==> src/rtl/dfe_cfg_master.sv <==
// dfe_cfg_master: config-bus initiator; FIFOs host commands and runs two-phase SETUP/ACCESS transfers.
// Optional write read-back check enabled by defining DFE_CFG_WR_VERIFY_EN. Rev 1.0
`default_nettype none

module dfe_cfg_master #(
  parameter int ADDR_WIDTH  = 7,
  parameter int PDATA_WIDTH = 32,
  parameter int COEFF_WIDTH = 20,
  parameter int COMP        = 4,
  parameter int CMD_DEPTH   = 4,
  parameter int RD_LAT      = 1,
  localparam int SEL_W      = (COMP > 1) ? $clog2(COMP) : 1
) (
  input  logic                   clk,
  input  logic                   rst,
  input  logic                   cmd_valid,
  output logic                   cmd_ready,
  input  logic                   cmd_write,
  input  logic [SEL_W-1:0]       cmd_sel,
  input  logic [ADDR_WIDTH-1:0]  cmd_addr,
  input  logic [COEFF_WIDTH-1:0] cmd_wdata,
  output logic                   rsp_valid,
  input  logic                   rsp_ready,
  output logic [PDATA_WIDTH-1:0] rsp_rdata,
  output logic                   MTRANS,
  output logic                   MWRITE,
  output logic [COMP-1:0]        MSELx,
  output logic [ADDR_WIDTH-1:0]  MADDR,
  output logic [COEFF_WIDTH-1:0] MWDATA,
  input  logic [PDATA_WIDTH-1:0] MRDATA,
`ifdef DFE_CFG_WR_VERIFY_EN
  output logic                   verify_err,
`endif
  output logic                   busy,
  output logic                   err_sel
);

  localparam int         c_PTR_W    = $clog2(CMD_DEPTH);
  localparam logic [1:0] c_LAT_INIT = (RD_LAT > 0) ? 2'(RD_LAT - 1) : 2'd0;

  typedef struct packed {
    logic                   write;
    logic [SEL_W-1:0]       sel;
    logic [ADDR_WIDTH-1:0]  addr;
    logic [COEFF_WIDTH-1:0] wdata;
  } cmd_t;

`ifdef DFE_CFG_WR_VERIFY_EN
  typedef enum logic [2:0] {
    S_IDLE, S_SETUP, S_ACCESS, S_RDWAIT, S_RESP, S_VSETUP, S_VACCESS, S_VRDWAIT
  } state_t;
`else
  typedef enum logic [2:0] {
    S_IDLE, S_SETUP, S_ACCESS, S_RDWAIT, S_RESP
  } state_t;
`endif

  // ---------------- command FIFO ----------------
  cmd_t               r_mem [CMD_DEPTH];
  logic [c_PTR_W-1:0] r_wptr, r_rptr;
  logic [c_PTR_W:0]   r_count;
  logic               r_cmd_ready;
  logic               w_push, w_pop, w_empty;
  logic [c_PTR_W:0]   w_count_nxt;
  cmd_t               w_head;
  logic               w_head_ok;
  logic [COMP-1:0]    w_head_onehot;

  assign w_push        = cmd_valid && r_cmd_ready;
  assign w_empty       = (r_count == '0);
  assign w_count_nxt   = r_count + (c_PTR_W+1)'(w_push) - (c_PTR_W+1)'(w_pop);
  assign w_head        = r_mem[r_rptr];
  assign w_head_ok     = (32'(w_head.sel) < COMP);
  assign w_head_onehot = COMP'(1) << w_head.sel;

  always_ff @(posedge clk) begin
    if (w_push) r_mem[r_wptr] <= '{cmd_write, cmd_sel, cmd_addr, cmd_wdata};
  end

  // Ready is registered from the next occupancy, so a full FIFO refuses a push even during a pop.
  always_ff @(posedge clk) begin
    if (rst) begin
      r_wptr      <= '0;
      r_rptr      <= '0;
      r_count     <= '0;
      r_cmd_ready <= 1'b0;
    end else begin
      if (w_push) r_wptr <= r_wptr + 1'b1;
      if (w_pop)  r_rptr <= r_rptr + 1'b1;
      r_count     <= w_count_nxt;
      r_cmd_ready <= (w_count_nxt != (c_PTR_W+1)'(CMD_DEPTH));
    end
  end

  // ---------------- transfer sequencer ----------------
  state_t                 r_state, w_state_nxt;
  logic [1:0]             r_lat, w_lat_nxt;
  logic [COMP-1:0]        r_msel, w_msel_nxt;
  logic [ADDR_WIDTH-1:0]  r_addr, w_addr_nxt;
  logic [COEFF_WIDTH-1:0] r_wdata, w_wdata_nxt;
  logic                   r_write, w_write_nxt;
  logic                   r_trans, w_trans_nxt;
  logic                   r_err, w_err_nxt;
  logic                   r_rsp_valid, w_rsp_valid_nxt;
  logic [PDATA_WIDTH-1:0] r_rdata, w_rdata_nxt;
  logic                   r_verr, w_verr_nxt;
  logic                   w_launch, w_mismatch;

  assign w_mismatch = (MRDATA[COEFF_WIDTH-1:0] != r_wdata);

  always_comb begin
    w_state_nxt     = r_state;
    w_lat_nxt       = r_lat;
    w_msel_nxt      = r_msel;
    w_addr_nxt      = r_addr;
    w_wdata_nxt     = r_wdata;
    w_write_nxt     = r_write;
    w_trans_nxt     = 1'b0;
    w_err_nxt       = 1'b0;
    w_verr_nxt      = 1'b0;
    w_rsp_valid_nxt = r_rsp_valid;
    w_rdata_nxt     = r_rdata;
    w_launch        = 1'b0;
    w_pop           = 1'b0;

    case (r_state)
      S_IDLE:  w_launch = 1'b1;
      S_SETUP: begin
        w_trans_nxt = 1'b1;
        w_state_nxt = S_ACCESS;
      end
      S_ACCESS: begin
        if (r_write) begin
`ifdef DFE_CFG_WR_VERIFY_EN
          w_write_nxt = 1'b0;
          w_state_nxt = S_VSETUP;
`else
          w_launch = 1'b1;
`endif
        end else if (RD_LAT == 0) begin
          w_rdata_nxt     = MRDATA;
          w_rsp_valid_nxt = 1'b1;
          w_msel_nxt      = '0;
          w_write_nxt     = 1'b0;
          w_state_nxt     = S_RESP;
        end else begin
          w_lat_nxt   = c_LAT_INIT;
          w_state_nxt = S_RDWAIT;
        end
      end
      S_RDWAIT: begin
        if (r_lat == 2'd0) begin
          w_rdata_nxt     = MRDATA;
          w_rsp_valid_nxt = 1'b1;
          w_msel_nxt      = '0;
          w_write_nxt     = 1'b0;
          w_state_nxt     = S_RESP;
        end else begin
          w_lat_nxt = r_lat - 2'd1;
        end
      end
      S_RESP: begin
        if (rsp_ready) begin
          w_rsp_valid_nxt = 1'b0;
          w_launch        = 1'b1;
        end
      end
`ifdef DFE_CFG_WR_VERIFY_EN
      S_VSETUP: begin
        w_trans_nxt = 1'b1;
        w_state_nxt = S_VACCESS;
      end
      S_VACCESS: begin
        if (RD_LAT == 0) begin
          w_verr_nxt = w_mismatch;
          w_launch   = 1'b1;
        end else begin
          w_lat_nxt   = c_LAT_INIT;
          w_state_nxt = S_VRDWAIT;
        end
      end
      S_VRDWAIT: begin
        if (r_lat == 2'd0) begin
          w_verr_nxt = w_mismatch;
          w_launch   = 1'b1;
        end else begin
          w_lat_nxt = r_lat - 2'd1;
        end
      end
`endif
      default: w_state_nxt = S_IDLE;
    endcase

    // Start the next queued command; a bad select is dropped with an error pulse instead.
    if (w_launch) begin
      w_state_nxt = S_IDLE;
      w_msel_nxt  = '0;
      w_write_nxt = 1'b0;
      if (!w_empty) begin
        w_pop = 1'b1;
        if (w_head_ok) begin
          w_state_nxt = S_SETUP;
          w_msel_nxt  = w_head_onehot;
          w_addr_nxt  = w_head.addr;
          w_write_nxt = w_head.write;
          w_wdata_nxt = w_head.wdata;
        end else begin
          w_err_nxt = 1'b1;
        end
      end
    end
  end

  always_ff @(posedge clk) begin
    if (rst) begin
      r_state     <= S_IDLE;
      r_lat       <= 2'd0;
      r_msel      <= '0;
      r_addr      <= '0;
      r_wdata     <= '0;
      r_write     <= 1'b0;
      r_trans     <= 1'b0;
      r_err       <= 1'b0;
      r_verr      <= 1'b0;
      r_rsp_valid <= 1'b0;
      r_rdata     <= '0;
    end else begin
      r_state     <= w_state_nxt;
      r_lat       <= w_lat_nxt;
      r_msel      <= w_msel_nxt;
      r_addr      <= w_addr_nxt;
      r_wdata     <= w_wdata_nxt;
      r_write     <= w_write_nxt;
      r_trans     <= w_trans_nxt;
      r_err       <= w_err_nxt;
      r_verr      <= w_verr_nxt;
      r_rsp_valid <= w_rsp_valid_nxt;
      r_rdata     <= w_rdata_nxt;
    end
  end

  assign cmd_ready = r_cmd_ready;
  assign rsp_valid = r_rsp_valid;
  assign rsp_rdata = r_rdata;
  assign MTRANS    = r_trans;
  assign MWRITE    = r_write;
  assign MSELx     = r_msel;
  assign MADDR     = r_addr;
  assign MWDATA    = r_wdata;
  assign err_sel   = r_err;
  assign busy      = !w_empty || (r_state != S_IDLE);
`ifdef DFE_CFG_WR_VERIFY_EN
  assign verify_err = r_verr;
`else
  logic w_unused_verr;
  assign w_unused_verr = r_verr;
`endif

endmodule

`default_nettype wire
==> config.mk <==
export PLATFORM = sky130hd
export DESIGN_NAME = dfe_cfg_master
export DESIGN_NICKNAME = d
export VERILOG_FILES = /design/src/rtl/dfe_cfg_master.sv
export SDC_FILE = /design/constraint.sdc
export NUM_CORES = 1
export LEC_CHECK = 0
export ABC_AREA = 1
export BUFFER_PORTS_ARGS = -buffer_cell sky130_fd_sc_hd__buf_2
export CORE_UTILIZATION = 45
export CTS_CLUSTER_SIZE = 30
export DETAILED_ROUTE_END_ITERATION = 10
export PLACE_DENSITY = 0.66
export SETUP_SLACK_MARGIN = 0.02
export SLEW_MARGIN = 10
export SYNTH_ARGS = -nofsm -noshare
export SYNTH_HDL_FRONTEND = slang
export SYNTH_SLANG_ARGS = --single-unit
==> constraint.sdc <==
create_clock -name clk -period 2.6 [get_ports clk]
set_input_delay 0.13 -clock clk [delete_from_list [all_inputs] [get_ports clk]]
set_output_delay 0.13 -clock clk [all_outputs]
set_load 0.005 [all_outputs]
=== After elaboration in Yosys (flattened, before gate mapping) ===
Memories as Yosys holds them, arrays and structs flattened. A register that Yosys moved wholly into a read port is not among the register bits.
Cells that the tools add are included.

* Register bits: 79
* Bits in writable memories: 120
* Bits of input ports: 66
* Output and inout bits: 69
* Logic and storage cells: 80
* Memories: 1

* Add/sub/neg operators: 5
* Eq/ne operators: 12
* Shifts and indexed selects: 1
* Muxes and demuxes: 29
* Bitwise gates (word level): 1
* Reductions and logical operators: 18

{| class="wikitable"
|+ Memories
! name !! words !! bits a word !! read ports !! clocked after Yosys merged registers in !! write ports !! line !! source
|-
| r_mem || 4 || 30 || 1 || 1 || 1 || 59 || <nowiki>cmd_t r_mem [CMD_DEPTH];</nowiki>
|}

{| class="wikitable"
|+ Operator list
! operator !! number
|-
| $mux W4 || 4
|-
| $mux W1 || 14
|-
| $pmux W3 S4 || 1
|-
| $mux W3 || 3
|-
| $ne A3 B3 Y1 const B || 3
|-
| $reduce_and A3 Y1 || 3
|-
| $mux W2 || 4
|-
| $ne A2 B2 Y1 const B || 4
|-
| $reduce_bool A2 Y1 || 4
|-
| $eq A3 B2 Y1 const B || 2
|-
| $logic_not A3 Y1 || 2
|-
| $reduce_and A2 Y1 || 3
|-
| $add A2 B1 Y2 const B || 2
|-
| $pmux W2 S2 || 1
|-
| $shl A1 B2 Y4 const A || 1
|-
| $add A3 B1 Y3 || 1
|-
| $eq A3 B1 Y1 const B || 1
|-
| $eq A3 B3 Y1 const B || 1
|-
| $pmux W1 S3 || 1
|-
| $reduce_bool A3 Y1 || 1
|-
| $sub A3 B1 Y3 || 1
|-
| $logic_not A2 Y1 || 1
|-
| $ne A2 B1 Y1 const B || 1
|-
| $pmux W1 S2 || 1
|-
| other kinds (6) || 6
|}

=== Logic depth before layout (Yosys ltp) ===
Gate-level depths: netlist of run 1.

* Depth in word-level cells: 5
* Gate-level depth with buffers: 15
* Depth with buffers taken out: 14

=== Least setup slack after synthesis of run 1 ===
Ideal clock, no wire load.

* Path kind: reg-to-reg
* Start: reg r_state[1]
* End: reg r_cmd_ready, in the netlist cmd_ready
* Setup time: 0.132 ns
* Arrival: 2.233 ns
* Data required time: 2.468 ns
* Setup slack: 0.235 ns
* Cell stages (with the launch flop): 14
* Path buffers: 1
* Clock period less this slack: 2.365 ns
* Cell sequence: dfxtp_1 nor2_1 nand2_1 nand3_2 nand2_2 clkinv_2 buf_4 ha_1 inv_1 ha_1 fa_1 xor2_1 xor2_1 a21oi_1

* Cells in the longest elaborated chain, start to end: 5
* Elaborated cells on any way between the ends: 7
* Those cells by class: add/sub (1); eq/ne (3); mux (2); reduce/logical (1)

{| class="wikitable"
|+ RTL lines
! what !! line !! source
|-
| start: declaration || 96 || <nowiki>state_t r_state, w_state_nxt;</nowiki>
|-
| start signal: assignment || 228 || <nowiki>r_state <= w_state_nxt;</nowiki>
|-
| $eq A3 B3 Y1, or another cell as far along || 126 || <nowiki>case (r_state)</nowiki>
|-
| $pmux W1 S3 * || 126 ||
|-
| $mux W1 * || 195 || <nowiki>if (w_launch) begin</nowiki>
|-
| via w_pop || 63 || <nowiki>logic w_push, w_pop, w_empty;</nowiki>
|-
| $sub A3 B1 Y3 * || 71 || <nowiki>assign w_count_nxt = r_count + (c_PTR_W+1)'(w_push) - (c_PTR_W+1)'(w_pop);</nowiki>
|-
| $ne A3 B3 Y1 * || 91 || <nowiki>r_cmd_ready <= (w_count_nxt != (c_PTR_W+1)'(CMD_DEPTH));</nowiki>
|-
| end signal: assignment || 91 ||
|-
| end: declaration || 62 || <nowiki>logic r_cmd_ready;</nowiki>
|}

The timed path passes the listed nets; every way through them passes the cells marked *.
A chain may end at the register's enable or synchronous reset.

=== Worst setup path after layout of run 1 ===
* Start: reg r_state[2]
* End: reg r_cmd_ready, in the netlist cmd_ready

* Cells in the longest elaborated chain, start to end: 5
* Elaborated cells on any way between the ends: 7
* Those cells by class: add/sub (1); eq/ne (3); mux (2); reduce/logical (1)

{| class="wikitable"
|+ RTL lines
! what !! line
|-
| $eq A3 B3 Y1, or another cell as far along || 126
|-
| $pmux W1 S3 * || 126
|-
| $mux W1 * || 195
|-
| $sub A3 B1 Y3 * || 71
|-
| $ne A3 B3 Y1 * || 91
|}

Mark *: on every way between the ends. The rest lies on a longest branch, timed or not.

==> impl_results.md, run 1 <==
* Die span in y at 131.5 µm
* Unrepaired setup endpoints after global routing: false
* Pre-CTS setup slack at 0.2910 ns
* Total Wirelength at 16400 µm
* Largest family of logic cells by synthesized area: simple AND/OR/NAND/NOR gates
* Final Core Density at 61.81%
* Area Overhead vs Synth at 31.98%
* Fraction of the mapped netlist area in adder cells at 1.426%
* CP startpoint kind: flip-flop
* CTS Sinks at 201
* Worst slew margin at 45.97%
* Status: finished, final reports clean
* Distinct cells, synth at 28
* IO Pins at 135
* Mean number of vias per cell at 4.875
* Setup TNS at 0 ns
* # setup viols final at 0
* Dpl hpwl at 9216 µm
* Final cell count without fillers at 1144
* Max-cap violations at 0
* Vias in the first global route at 5420
* Post-synth net total at 792
* Worst path slowest cell: dfxtp_1
* Gpl congestion at 0.7562
* Largest net degree at the start of global routing at 62
* Max H-tree Level at 1
* Worst Tran Pin Value at 0.8092 ns
* Clock Tree Buf Depth at 3
* Synth Register Bits at 201
* Min Clock Period, post-route at 2.324 ns
* Clk_skew at 0.01235 ns
* First-pass GRT wire length at 26900 µm
* Drt drc at 0
* Mux contribution to synthesized area at 0%
* Synth Area in Simple Gates at 14.21%
* Arrival time worst endpoint at 2.69 ns
* Clk root buf: clkbuf_16
* Synthesized cell area at 7547 µm²
* Clk slew on worst S/H paths at 0.06 ns
* Critical Path Max Stage Delay at 0.39 ns
* Post CTS Setup Buffer Count at 0
* Core Box Area at 16120 µm²
* Synth Area in XOR/XNOR at 0.3481%
* Die span in x at 131.5 µm
* Critical path endpoint category: flip-flop
* Dpl cells at 1039
* TritonCTS buffer count at 22
* Fin worst setup slack at 0.2758 ns
* CTS tree: built
* Worst Setup Path Type: reg2reg
* Initial Util at 46.83%
* Antenna viol nets, final at 0
* CP required at 2.97 ns
* Die area at 17290 µm²
* Crit path cell chain: nor2_1 > nand3_1 > nand3_2 > nand2_2 > clkinv_2 > ha_1 > inv_1 > ha_1 > fa_1 > xor2_1 > xor2_1 > a21oi_1
* Nets at 985
* Hold Fails Final Rpt at 0
* Post_cts resized at 0
* Post-synthesis instance total at 718
* Cell row count at 46
* Post-synthesis compound-gate area fraction at 10.58%
* P_leak at 4.083 nW
* CP max FO at 5
* Drt pass-1 iters at 4
* Hold WC Path Type: in2reg
* Most common cell after layout, fill and taps aside: nor2_1
* Port Buffer Count at 133
* Layout cell share with drive strength beyond 1 at 21.57%
* DR vias at 5577
* Pins over their slew limit at 0
* Pwr Density at 1042 nW/µm²
* Worst-Skew Late Latency at 0.50 ns
* Iteration-0 DRC Markers at 239
* Pwr Total at 10.38 mW
* FMAX at 430.3 MHz
* Mean Syn Cell Area at 10.51 µm²
* GRT Overall Usage at 19.22%
* GRT overflow at 0
* Warnings from Yosys at 0
* Fin crit share at 89.39%
* Max rail drop VDD at 0.8455 mV
* Initial antenna violation count at 1
* Worst R2R Setup Slack at 0.28 ns
* Most frequent cells in the layout: 221 x nor2_1, 133 x buf_2, 120 x edfxtp_1, 107 x o21ai_0, 79 x dfxtp_1
* WL/cell at 14.34 µm
* Sequential fraction of the synthesis area at 69.23%
-- sequential cells by signal, summed over array words and instances, names as in the netlist, 2 cells and up, named ones only --
register,count
r_lat,2
MADDR,7
MWDATA,20
r_wptr,2
r_count,3
rsp_rdata,32
r_state,3
MSELx,4
r_mem,120
r_rptr,2
-- final cells by class --
type,instances,area [µm²]
antenna,1,2.502
clock buffer,26,628.1
clock inverter,14,230.2
fill,1270,6155
inverter,31,117.6
multi-input combinational,446,2038
sequential,201,5228
tap,216,270.3
timing repair buffer,209,1446
-- through the flow --
step                      cell area (µm²)  hold WS [ns]
after floorplan                      7547        0.2289
after global placement               8459        0.3443
after detailed placement             8459        0.3462
after CTS                            9958        0.1705
after global routing                 9961        0.1859
final                                9961        0.1729
-- kinds of logic after synthesis --
logic type	count (synthesis)
other	1
DFF	201
AOI/OAI and AO/OA	159
and+or+nand+nor	275
buffers and inverters	71
xor gates and xnor gates	3
adders and majority gates	8
-- power breakdown --
part | internal (mW) | switching, mW
Sequential | 3.87 | 0.240
Clock | 2.33 | 1.23
Combinational | 0.996 | 1.72
Total | 7.19 | 3.19
-- what timing repair did --
| item | CTS | global route |
|---|---|---|
| endpoints found under the hold margin | 158 | 0 |
| hold buffers | 64 | 0 |
| setup endpoints to repair | 0 | 0 |
-- metal layers --
| layer | wire length, µm | vias to the layer above | GRT usage (%) |
|---|---|---|---|
| li1 | - | 2809 | - |
| met1 | 7407 | 2546 | 24.60 |
| met2 | 7626 | 194 | 32.77 |
| met3 | 1030 | 28 | 4.167 |
| met4 | 337 | 0 | 5.233 |
| met5 | 0 | - | 0 |
-- critical path: cells and delay by family (launching register included) --
kind                     cells  cell delay (ns)
flip-flops                   1             0.39
XOR/XNOR                     2             0.38
AO/OA/AOI/OAI                1             0.09
AND/OR/NAND/NOR              4             0.43
adder cells (fa/ha/maj)      3             0.81
buffers and inverters        2             0.09
-- Yosys cell counts --
library cell / instances / area, µm²
buf_6: 1 / 11.26
buf_4: 4 / 30.03
clkinv_1: 1 / 3.750
nand3_2: 1 / 10.01
a21oi_1: 12 / 60.06
clkinv_2: 1 / 5.000
buf_2: 19 / 95.09
conb_1: 1 / 3.750
fa_1: 1 / 20.02
nor2_1: 225 / 844.6
nor2_2: 1 / 6.260
o211ai_1: 1 / 7.510
ha_1: 7 / 87.58
nand2_1: 33 / 123.9
o21ai_1: 39 / 195.2
nor3_1: 1 / 5.000
o21ai_0: 107 / 535.5
nand3_1: 9 / 45.04
edfxtp_1: 120 / 3603
clkbuf_1: 16 / 60.06
dfxtp_1: 81 / 1622
inv_1: 26 / 97.59
xor2_1: 3 / 26.28
inv_2: 3 / 11.26
nand4_1: 2 / 12.51
nor2_4: 1 / 11.26
nand2_2: 1 / 6.260
nand3b_1: 1 / 7.510
-- final timing paths --
kind                             endpoint  cells past startpoint       start
worst min-delay path            r_wptr[0]                      4   cmd_valid
worst max-delay path            cmd_ready                     12  r_state[2]
worst min register to register   MSELx[1]                      2    MSELx[1]
worst max register to register  cmd_ready                     12  r_state[2]
Note: power is estimated with default switching activity, not from simulation.
==> run 2: changes to the inputs <==
Settings changed: CORE_UTILIZATION 45 to 40, PLACE_DENSITY 0.66 to 0.59.
==> impl_results.md, run 2 (synthesis gave the netlist of run 1 again) <==
* Die span in y at 139.4 µm (+6.0%)
* Fillers at 1577 (+24%)
* First-pass GRT wire length at 27200 µm (+1.1%)
* Reg with most FFs: r_mem
* Die span in x at 139.4 µm (+6.0%)
* Min Clock Period, post-route at 2.312 ns (-0.01243 ns)
* Sequential Area at 5228 µm² (unchanged)
* Largest net degree at the start of global routing at 62 (unchanged)
* Arrival time worst endpoint at 2.67 ns (-0.02 ns)
* Most frequent cells in the layout: 221 x nor2_1, 133 x buf_2, 120 x edfxtp_1, 107 x o21ai_0, 79 x dfxtp_1
* # setup viols final at 0 (unchanged)
* Area Overhead vs Synth at 29.64%
* Vias in the first global route at 5448 (+0.52%)
* Fin crit share at 88.91% (-0.48 points)
* Pwr Density at 988.1 nW/µm² (-5.2%)
* Clock Tree Buf Depth at 3 (unchanged)
* Busiest grt layer: met2
* Unrepaired setup endpoints after global routing: false
* Setup TNS at 0 ns (unchanged)
* Final instance area at 9784 µm² (-1.8%)
* Die area at 19420 µm² (+12%)
* Worst Setup Path Type: reg2reg
* DR vias at 5548 (-0.52%)
* Antenna viol nets, final at 0 (unchanged)
* Iteration-0 DRC Markers at 259 (+8.4%)
* GRT Overall Usage at 17.38% (-1.8 points)
* Port Buffer Count at 133 (unchanged)
* Most common cell after layout, fill and taps aside: nor2_1
* Hold WC Path Type: in2reg
* Core Box Area at 18210 µm² (+13%)
* Met3 usage at 3.269% (-0.90 points)
* Cell row count at 49 (+6.5%)
* Dpl cells at 1052 (+1.3%)
* Total Wirelength at 16550 µm (+0.88%)
* Status: finished, final reports clean
* Layout cell share with drive strength beyond 1 at 20.84% (-0.73 points)
* Worst-Skew Late Latency at 0.51 ns (about the same)
* IO Pins at 135 (unchanged)
* Clk root buf: clkbuf_16
* WL/cell at 14.33 µm (about the same)
* Initial antenna violation count at 0 (-1)
* Max H-tree Level at 1 (unchanged)
* DP Area at 8476 µm² (+0.19%)
* Post CTS Setup Buffer Count at 0 (unchanged)
* Pre-CTS setup slack at 0.3011 ns (+0.01012 ns)
* Max rail drop VDD at 0.6139 mV (-27%)
* CP startpoint kind: flip-flop
* P_leak at 4.000 nW (-2.0%)
* Drt drc at 0 (unchanged)
* Final Core Density at 53.73% (-8.1 points)
* Mean number of vias per cell at 4.803 (-1.5%)
* Nets at 984 (-0.10%)
* CP max FO at 5 (unchanged)
* Drt pass-1 iters at 5 (+1)
* Worst slew margin at 33.03% (-13 points)
* CTS tree: built
* Worst R2R Setup Slack at 0.29 ns (about the same)
* GRT overflow at 0 (unchanged)
* Initial Util at 41.45% (-5.4 points)
* Largest register FFs at 120 (unchanged)
* Clk slew on worst S/H paths at 0.06 ns (about the same)
* Gpl congestion at 0.7294 (-3.5%)
* Final cell count without fillers at 1155 (+0.96%)
* Area occupied by multi-input gates at 2038 µm² (unchanged)
* Met1 GRT Util at 22.35% (-2.2 points)
* Clk_skew at 0.02484 ns (+0.01249 ns)
* FMAX at 432.6 MHz (+0.54%)
* ANT cells at 0 (-1)
* CP required at 2.96 ns (about the same)
* Fin worst setup slack at 0.2883 ns (+0.01243 ns)
* TritonCTS buffer count at 22 (unchanged)
* Critical path endpoint category: flip-flop
* Dpl hpwl at 9362 µm (+1.6%)
* Max-cap violations at 0 (unchanged)
* Worst Tran Pin Value at 1.005 ns (+0.1953 ns)
* Hold Fails Final Rpt at 0 (unchanged)
* CTS Sinks at 201 (unchanged)
* Grt met2 use at 29.99% (-2.8 points)
* Pins over their slew limit at 0 (unchanged)
## run 2: timing repair
item / CTS / global route
endpoints found under the setup margin: 0 / 0
endpoints found under the hold margin: 153 / 0
gates resized for setup: 0 / 0
hold buffers: 63 / 0
## run 2: worst max-delay path, cell delays in order (launching register included)
cell	delay (ns)
dfxtp_1	0.39
nor2_1	0.09
nand2_1	0.11
nand3_2	0.14
nand2_2	0.10
clkinv_2	0.06
ha_1	0.26
inv_1	0.04
ha_1	0.18
fa_1	0.37
xor2_1	0.17
xor2_1	0.20
a21oi_1	0.09
## run 2: metrics by stage
step                      total power, mW  hold slack [ns]
after floorplan                     5.971           0.2289
final                               9.668         0.006478
after global placement              6.802           0.3454
after CTS                           9.809         0.002018
after global routing                10.36          0.01655
after detailed placement            6.846           0.3453
## run 2: final timing paths
check                   from   endpoint  cells after the start
setup / recovery  r_state[1]  cmd_ready                     12
setup reg to reg  r_state[1]  cmd_ready                     12
hold reg to reg     MSELx[3]   MSELx[3]                      2
hold / removal           rst     MTRANS                      2
## run 2: where the power goes
| group | leakage, nW | switching [mW] | internal, mW | total [mW] |
|---|---|---|---|---|
| Combinational | 1.91 | 1.72 | 0.982 | 2.70 |
| Sequential | 1.75 | 0.234 | 3.87 | 4.10 |
| Clock | 0.338 | 1.18 | 1.68 | 2.87 |
| Total | 4.00 | 3.14 | 6.53 | 9.67 |
## run 2: metal layers
metal  share of wire, %  routed length [µm]
met1                 44                7235
met2                 48                7876
met3                6.8                1129
met4                1.8                 305
met5                  0                   0
## run 2: area by class of cell
cell class	count	share of cell area, %
flip-flops and latches	201	53.43
multi-input cells	446	20.83
clock inverters	7	0.4731
repair buffers	208	14.68
clock buffers	33	6.458
well taps	229	2.928
inverters	31	1.202
